## config.mk

```make
export PLATFORM = sky130hd
export DESIGN_NAME = midi_parser
export DESIGN_NICKNAME = d
export VERILOG_FILES = /design/src/rtl/midi_pkg.sv /design/src/rtl/midi_parser.sv
export SDC_FILE = /design/constraint.sdc
export NUM_CORES = 1
export LEC_CHECK = 0
export CORE_MARGIN = 5
export CORE_UTILIZATION = 49
export DETAILED_ROUTE_END_ITERATION = 8
export HOLD_SLACK_MARGIN = 0.03
export PLACE_DENSITY = 0.83
export SLEW_MARGIN = 20
export SYNTH_ARGS = -nofsm -noshare
export SYNTH_HDL_FRONTEND = slang
export SYNTH_SLANG_ARGS = --single-unit
```

## constraint.sdc

```tcl
create_clock -name i_clk_aud -period 3.4 [get_ports i_clk_aud]
set_input_delay 0.85 -clock i_clk_aud [delete_from_list [all_inputs] [get_ports i_clk_aud]]
set_output_delay 0.85 -clock i_clk_aud [all_outputs]
set_load 0.02 [all_outputs]
```

## src/rtl/midi_pkg.sv

```systemverilog
// Shared types and constants for the MIDI channel-message parser.
package midi_pkg;

  typedef enum logic [1:0] {
    IDLE    = 2'd0,
    WAIT_D1 = 2'd1,
    WAIT_D2 = 2'd2,
    SYSEX   = 2'd3
  } midi_state_e;

  // Status high nibbles of channel voice messages
  localparam logic [3:0] NOTE_OFF = 4'h8;
  localparam logic [3:0] NOTE_ON  = 4'h9;
  localparam logic [3:0] POLY_AT  = 4'hA;
  localparam logic [3:0] CC       = 4'hB;
  localparam logic [3:0] PROG     = 4'hC;
  localparam logic [3:0] CHAN_AT  = 4'hD;
  localparam logic [3:0] BEND     = 4'hE;

  localparam logic [13:0] BEND_CENTER = 14'h2000;

endpackage

```

## src/rtl/midi_parser.sv

```systemverilog
// MIDI byte-stream parser with running status; turns note, CC and pitch-bend
// messages on the receive channel into registered one-cycle event pulses.
module midi_parser
  import midi_pkg::*;
#(
  parameter int CHANNEL = 0,
  parameter bit OMNI    = 1'b0
) (
  input  logic        i_clk_aud,
  input  logic        i_aud_rst,
  // i_ready is a one-cycle strobe: i_data_byte is consumed only in a cycle
  // where i_ready=1; there is no back-pressure toward the UART receiver.
  input  logic        i_ready,
  input  logic [7:0]  i_data_byte,
  output logic        o_note_on,
  output logic        o_note_off,
  output logic [6:0]  o_note,
  output logic [6:0]  o_velocity,
  output logic        o_cc_valid,
  output logic [6:0]  o_cc_num,
  output logic [6:0]  o_cc_value,
  output logic        o_bend_valid,
  output logic [13:0] o_bend,
  output midi_state_e o_state
);

  midi_state_e state_q, state_d;
  logic [7:0]  status_q, status_d;
  logic [6:0]  d1_q, d1_d;
  logic        note_on_d, note_off_d, cc_valid_d, bend_valid_d;
  logic [6:0]  note_d, velocity_d, cc_num_d, cc_value_d;
  logic [13:0] bend_d;
  logic [3:0]  kind;
  logic [6:0]  d2;
  logic        chan_ok;

  assign kind    = status_q[7:4];
  assign d2      = i_data_byte[6:0];
  assign chan_ok = OMNI || (status_q[3:0] == CHANNEL[3:0]);
  assign o_state = state_q;

  always_comb begin
    state_d      = state_q;
    status_d     = status_q;
    d1_d         = d1_q;
    note_on_d    = 1'b0;
    note_off_d   = 1'b0;
    cc_valid_d   = 1'b0;
    bend_valid_d = 1'b0;
    note_d       = o_note;
    velocity_d   = o_velocity;
    cc_num_d     = o_cc_num;
    cc_value_d   = o_cc_value;
    bend_d       = o_bend;

    // Real-time bytes (0xF8-0xFF) fall through untouched
    if (i_ready && (i_data_byte[7:3] != 5'b11111)) begin
      if (i_data_byte[7]) begin
        if (i_data_byte[7:4] != 4'hF) begin
          status_d = i_data_byte;
          state_d  = WAIT_D1;
        end else begin
          status_d = 8'h00;
          state_d  = (i_data_byte == 8'hF0) ? SYSEX : IDLE;
        end
      end else begin
        case (state_q)
          WAIT_D1: begin
            d1_d    = i_data_byte[6:0];
            state_d = ((kind == PROG) || (kind == CHAN_AT)) ? WAIT_D1 : WAIT_D2;
          end
          WAIT_D2: begin
            state_d = WAIT_D1;
            if (chan_ok) begin
              case (kind)
                NOTE_ON: begin
                  // Velocity zero is the running-status form of note-off
                  note_on_d  = (d2 != 7'd0);
                  note_off_d = (d2 == 7'd0);
                  note_d     = d1_q;
                  velocity_d = d2;
                end
                NOTE_OFF: begin
                  note_off_d = 1'b1;
                  note_d     = d1_q;
                  velocity_d = d2;
                end
                CC: begin
                  cc_valid_d = 1'b1;
                  cc_num_d   = d1_q;
                  cc_value_d = d2;
                end
                BEND: begin
                  bend_valid_d = 1'b1;
                  bend_d       = {d2, d1_q};
                end
                default: begin
                end
              endcase
            end
          end
          default: begin
          end
        endcase
      end
    end
  end

  always_ff @(posedge i_clk_aud) begin
    if (i_aud_rst) begin
      state_q      <= IDLE;
      status_q     <= 8'h00;
      d1_q         <= 7'd0;
      o_note_on    <= 1'b0;
      o_note_off   <= 1'b0;
      o_cc_valid   <= 1'b0;
      o_bend_valid <= 1'b0;
      o_note       <= 7'd0;
      o_velocity   <= 7'd0;
      o_cc_num     <= 7'd0;
      o_cc_value   <= 7'd0;
      o_bend       <= BEND_CENTER;
    end else begin
      state_q      <= state_d;
      status_q     <= status_d;
      d1_q         <= d1_d;
      o_note_on    <= note_on_d;
      o_note_off   <= note_off_d;
      o_cc_valid   <= cc_valid_d;
      o_bend_valid <= bend_valid_d;
      o_note       <= note_d;
      o_velocity   <= velocity_d;
      o_cc_num     <= cc_num_d;
      o_cc_value   <= cc_value_d;
      o_bend       <= bend_d;
    end
  end

endmodule

```

==> Yosys cells after proc, flatten, opt, wreduce, memory -nomap -nowiden <==
Index checks and enable logic that the tools add are counted.
{ "classes": {"n_mux": 9, "n_reduce_logical": 15, "n_bitwise": 5, "eq_ne": 11} }
{ "ops": {"columns": ["operator", "n"], "rows": [
  ["$eq A4 B4 Y1 const B", 6],
  ["$reduce_and A5 Y1", 3],
  ["$eq A8 B8 Y1 const B", 1],
  ["$mux W2", 4],
  ["$mux W8", 1],
  ["$logic_not A7 Y1", 1],
  ["$reduce_bool A7 Y1", 1],
  ["$reduce_or A6 Y1", 1],
  ["$ne A5 B5 Y1 const B", 1],
  ["$not A1 Y1", 5],
  ["$reduce_or A5 Y1", 1],
  ["$logic_not A4 Y1", 1],
  ["$ne A4 B4 Y1 const B", 1],
  ["$pmux W2 S2", 1],
  ["$reduce_and A2 Y1", 2],
  ["$reduce_and A3 Y1", 1],
  ["$reduce_bool A3 Y1", 1],
  ["$eq A2 B1 Y1 const B", 1],
  ["$eq A2 B2 Y1 const B", 1],
  ["$mux W1", 2],
  ["$pmux W1 S2", 1],
  ["$reduce_or A2 Y1", 1],
  ["$logic_and A1 B1 Y1", 1],
  ["$logic_or A1 B1 Y1", 1]
]} }
{ "totals": {"register_bits": 63, "elab_cells": 52, "output_inout_bits": 48, "input_bits": 11} }

==> Depth between registers and ports, before layout <==
{ "depth": {"ltp_word": 5, "mapped_depth": 6} }

==> Least setup slack after synthesis <==
No wires, ideal clock.
{ "synth_path": {"path_type": "input to register", "start": "input port i_data_byte[7]", "end": "register o_note[0]", "t_required_ps": 3268, "path_slack_ps": 1205, "n_path_buf": 2, "stages": 6, "setup_time_ps": 132, "arrival_ps": 2062, "cell_sequence": "nand4bb_4 > or4_1 > clkbuf_1 > buf_2 > nand2_1 > a21oi_1"} }
{ "synth_via": {"elab_chain_cells": 3, "elab_cells_between_ends": 4, "classes_between": "1 x eq/ne; 1 x bitwise; 2 x reduce/logical"} }
{ "synth_lines": {"columns": ["item", "line", "source"], "rows": [
  ["start: declaration", "midi_parser.sv:14", "input logic [7:0] i_data_byte,"],
  ["$ne A5 B5 Y1", "midi_parser.sv:57", "if (i_ready && (i_data_byte[7:3] != 5'b11111)) begin"],
  ["$logic_and A1 B1 Y1", "midi_parser.sv:57", null],
  ["$reduce_and A5 Y1 (no source line) *", null, null],
  ["end signal: assignment", "midi_parser.sv:131", "o_note <= note_d;"],
  ["end: declaration", "midi_parser.sv:17", "output logic [6:0] o_note,"]
]} }
Mark *: on every way between the ends. The rest lies on a longest branch, timed or not.
A chain may end at the register's enable or synchronous reset.

==> Worst setup path after layout <==
{ "layout_path": {"start": "input port i_data_byte[7]", "end": "register o_cc_num[1]"} }
{ "layout_via": {"elab_chain_cells": 3, "elab_cells_between_ends": 4, "classes_between": "1 x eq/ne; 1 x bitwise; 2 x reduce/logical"} }
{ "layout_lines": {"columns": ["item", "line", "source"], "rows": [
  ["$ne A5 B5 Y1", "midi_parser.sv:57", null],
  ["$logic_and A1 B1 Y1", "midi_parser.sv:57", null],
  ["$reduce_and A5 Y1 (no source line) *", null, null],
  ["end signal: assignment", "midi_parser.sv:133", "o_cc_num <= cc_num_d;"],
  ["end: declaration", "midi_parser.sv:20", "output logic [6:0] o_cc_num,"]
]} }
Marks and branches as above.

==> results.toml <==
[synthesis]
synth_top_area_cell = "dfxtp_1"
syn_avg_cell_area_um2 = 8.46
synth_seq_cells = 63
syn_inst = 287
synth-edff-count = 0
synth_nets = 298
synthArstFlopShare = 0
synth_seq_area_share = 0.520
netlist_area_um2 = 2430
synthTopCellsByArea = "dfxtp_1, nand2_1, a21oi_1"
ys_types = 33
yosys_warnings = 0
synth_top_area_share = 0.520
ys_top_cells_by_count = "nand2_1, dfxtp_1, a21oi_1"
yosysMostFrequentCell = "nand2_1"
synth_top_flop_cell = "dfxtp_1"

[worst_setup_path]
r2r-start = "o_state[1]"
path_max_fanout = 14
r2r_cells = 4
worstPathArrival_ps = 2690
end_kind = "flip-flop"
regToRegEndpoint = "o_cc_num[1]"
cp.required_ps = 3570
start_kind = "input port"
reg2reg_slack_ps = 1400
crit_type = "input port to flip-flop"

[routing]
first_pass_iters = 4
viasPerCell = 5.31
drtIter0Drc = 178
wl_um = 6350
wire_per_inst_um = 15.3
vias = 2197
drc_errors = 0
postRouteAntennaNets = 0

[pwr]
power_density_nw_per_um2 = 459
total_power_mw = 1.50
ir_worst_vdd_uv = 238
p_leak_nw = 1.07
p_sw_uw = 338
swShare = 0.226
pwr-share-comb = 0.061
seqPwrFrac = 0.505
clkPwrFrac = 0.434
internal_power_mw = 1.16

[place]
dp.cells = 399
dp_hpwl_um = 4280
gp_congestion = 0.827
io_buffers = 58
place_area_um2 = 3060
dpl_worst_slack_ps = 557

[cts]
clockBufferDepth = 2
postCtsHoldBufs = 0
cts_resized = 0
htreeDepth = 3
clock_latency_ps = 330
postCtsSetupBuffers = 0
clock-sinks = 63
numCtsBuffers = 9
clock-root-buffer = "clkbuf_8"
clk_pin_slew_worst_paths_ps = 70
cts_tree = "built"

[sta]
slew_headroom = 0.294
finalClockSkew_ps = 5.55
finalSetupTns_ps = 0
layout_min_cycle_time_ps = 2530
worstMarginPinSlew_ps = 1060
fin_ws_ps = 873
setup_viol = 0
rsz0062_at_grt = "false"
max_freq_mhz = 396
post-route-period-util = 0.743
hold_viol_final = 0
maxSlewViolCount = 0

[final_layout]
antenna_cells = 0
fillCellCount = 396
fin_cells = 414
design_area_um2 = 3260
fin_nets = 354
drive_gt1_frac = 0.0951
area_growth_pct = 34.2

[job]
maxCapViolations = 0

[grt]
met2_usage = 0.333
globalRouteOverflowTotal = 0
grt_pass1_wl_um = 10100
top_usage_layer = "met2"
antenna_found_initial = 0
grt_max_degree = 62
use_met1 = 0.257
use_met3 = 0.0504
grt_usage = 0.207
grt_pass1_vias = 2045

[die]
io_pins = 59
core-area_um2 = 4750
row_count = 25
initial_core_util = 0.511
die_h_um = 80.4
dieWidth_um = 80.4
die-area_um2 = 6460

[min_path]
hold_class = "flip-flop to flip-flop"
hold_end = "status_q[0]"
whs_path_depth = 2
min_from = "status_q[0]"

[outcome]
outcome = "finished clean"
metrics by stage:
step | hold WS [ps] | utilization
2_1_floorplan | 427 | -
3_3_place_gp | 432 | 0.644
3_5_place_dp | 440 | 0.644
4_1_cts | 448 | 0.685
5_1_grt | 468 | 0.685
6_report | 447 | 0.685
flip-flops by register name (all words and copies together), names as in the netlist, 2 cells and up:
name,count
o_bend,14
o_state,2
o_velocity,7
o_cc_value,7
o_note,7
d1_q,7
o_cc_num,7
status_q,8
worst max-delay path by stage:
stage	startpoint	end	cells after the start
6_report	i_data_byte[7]	o_cc_num[1]	5
5_1_grt	i_ready	o_cc_num[1]	5
4_1_cts	i_data_byte[7]	o_cc_num[1]	5
3_5_place_dp	i_data_byte[7]	o_cc_value[0]	5
3_3_place_gp	i_ready	o_cc_value[6]	5
2_1_floorplan	i_data_byte[7]	o_note[0]	6
metal layers:
metal  share of wire  vias to the layer above
met2            0.48                      104
met4           0.025                        0
met3           0.099                       13
met1            0.39                     1002
li1                -                     1078
met5               0                        -
layout make-up:
type | instances | area (um2) | area share
Clock inverter | 3 | 42.5 | 0.0131
Sequential cell | 63 | 1260 | 0.387
Multi-Input combinational cell | 200 | 1060 | 0.326
Clock buffer | 12 | 155 | 0.0476
Inverter | 1 | 3.75 | 0.00115
Tap cell | 67 | 83.8 | 0.0257
Timing Repair Buffer | 68 | 651 | 0.200
layout by cell type (no fill, tap or decap), types with 2 or more instances in the layout:
| master | instances |
|---|---|
| nor4_1 | 2 |
| nand3b_1 | 2 |
| nor3_1 | 2 |
| dfxtp_1 | 63 |
| buf_4 | 10 |
| nand4_1 | 8 |
| clkbuf_8 | 11 |
| nor2_1 | 13 |
| a21oi_1 | 49 |
| nor4_4 | 2 |
| nand3_1 | 2 |
| or4_1 | 4 |
| nand2_1 | 91 |
| mux2i_1 | 9 |
| clkdlybuf4s50_1 | 57 |
logic make-up after synthesis:
kind of cell,synth area share
AOI/OAI and AO/OA,0.119
xor gates and xnor gates,0.00361
buffers and inverters,0.0459
DFF,0.520
muxes,0.0371
and+or+nand+nor,0.275
power by group through the flow:
stage / Clock, mW / Combinational (mW) / Sequential, mW
3_5_place_dp: 0 / 0.0898 / 0.771
3_3_place_gp: 0 / 0.0880 / 0.771
4_1_cts: 0.653 / 0.0904 / 0.755
5_1_grt: 0.690 / 0.0983 / 0.755
6_report: 0.648 / 0.0917 / 0.755
2_1_floorplan: 0 / 0.0509 / 0.771
worst max-delay path, cell delays in order:
cell             delay [ps]
clkdlybuf4s50_1         410
nand4bb_4               320
or4_1                   820
nand2_1                 190
a21oi_1                  90
No activity file was read; power rests on OpenSTA's default activity.
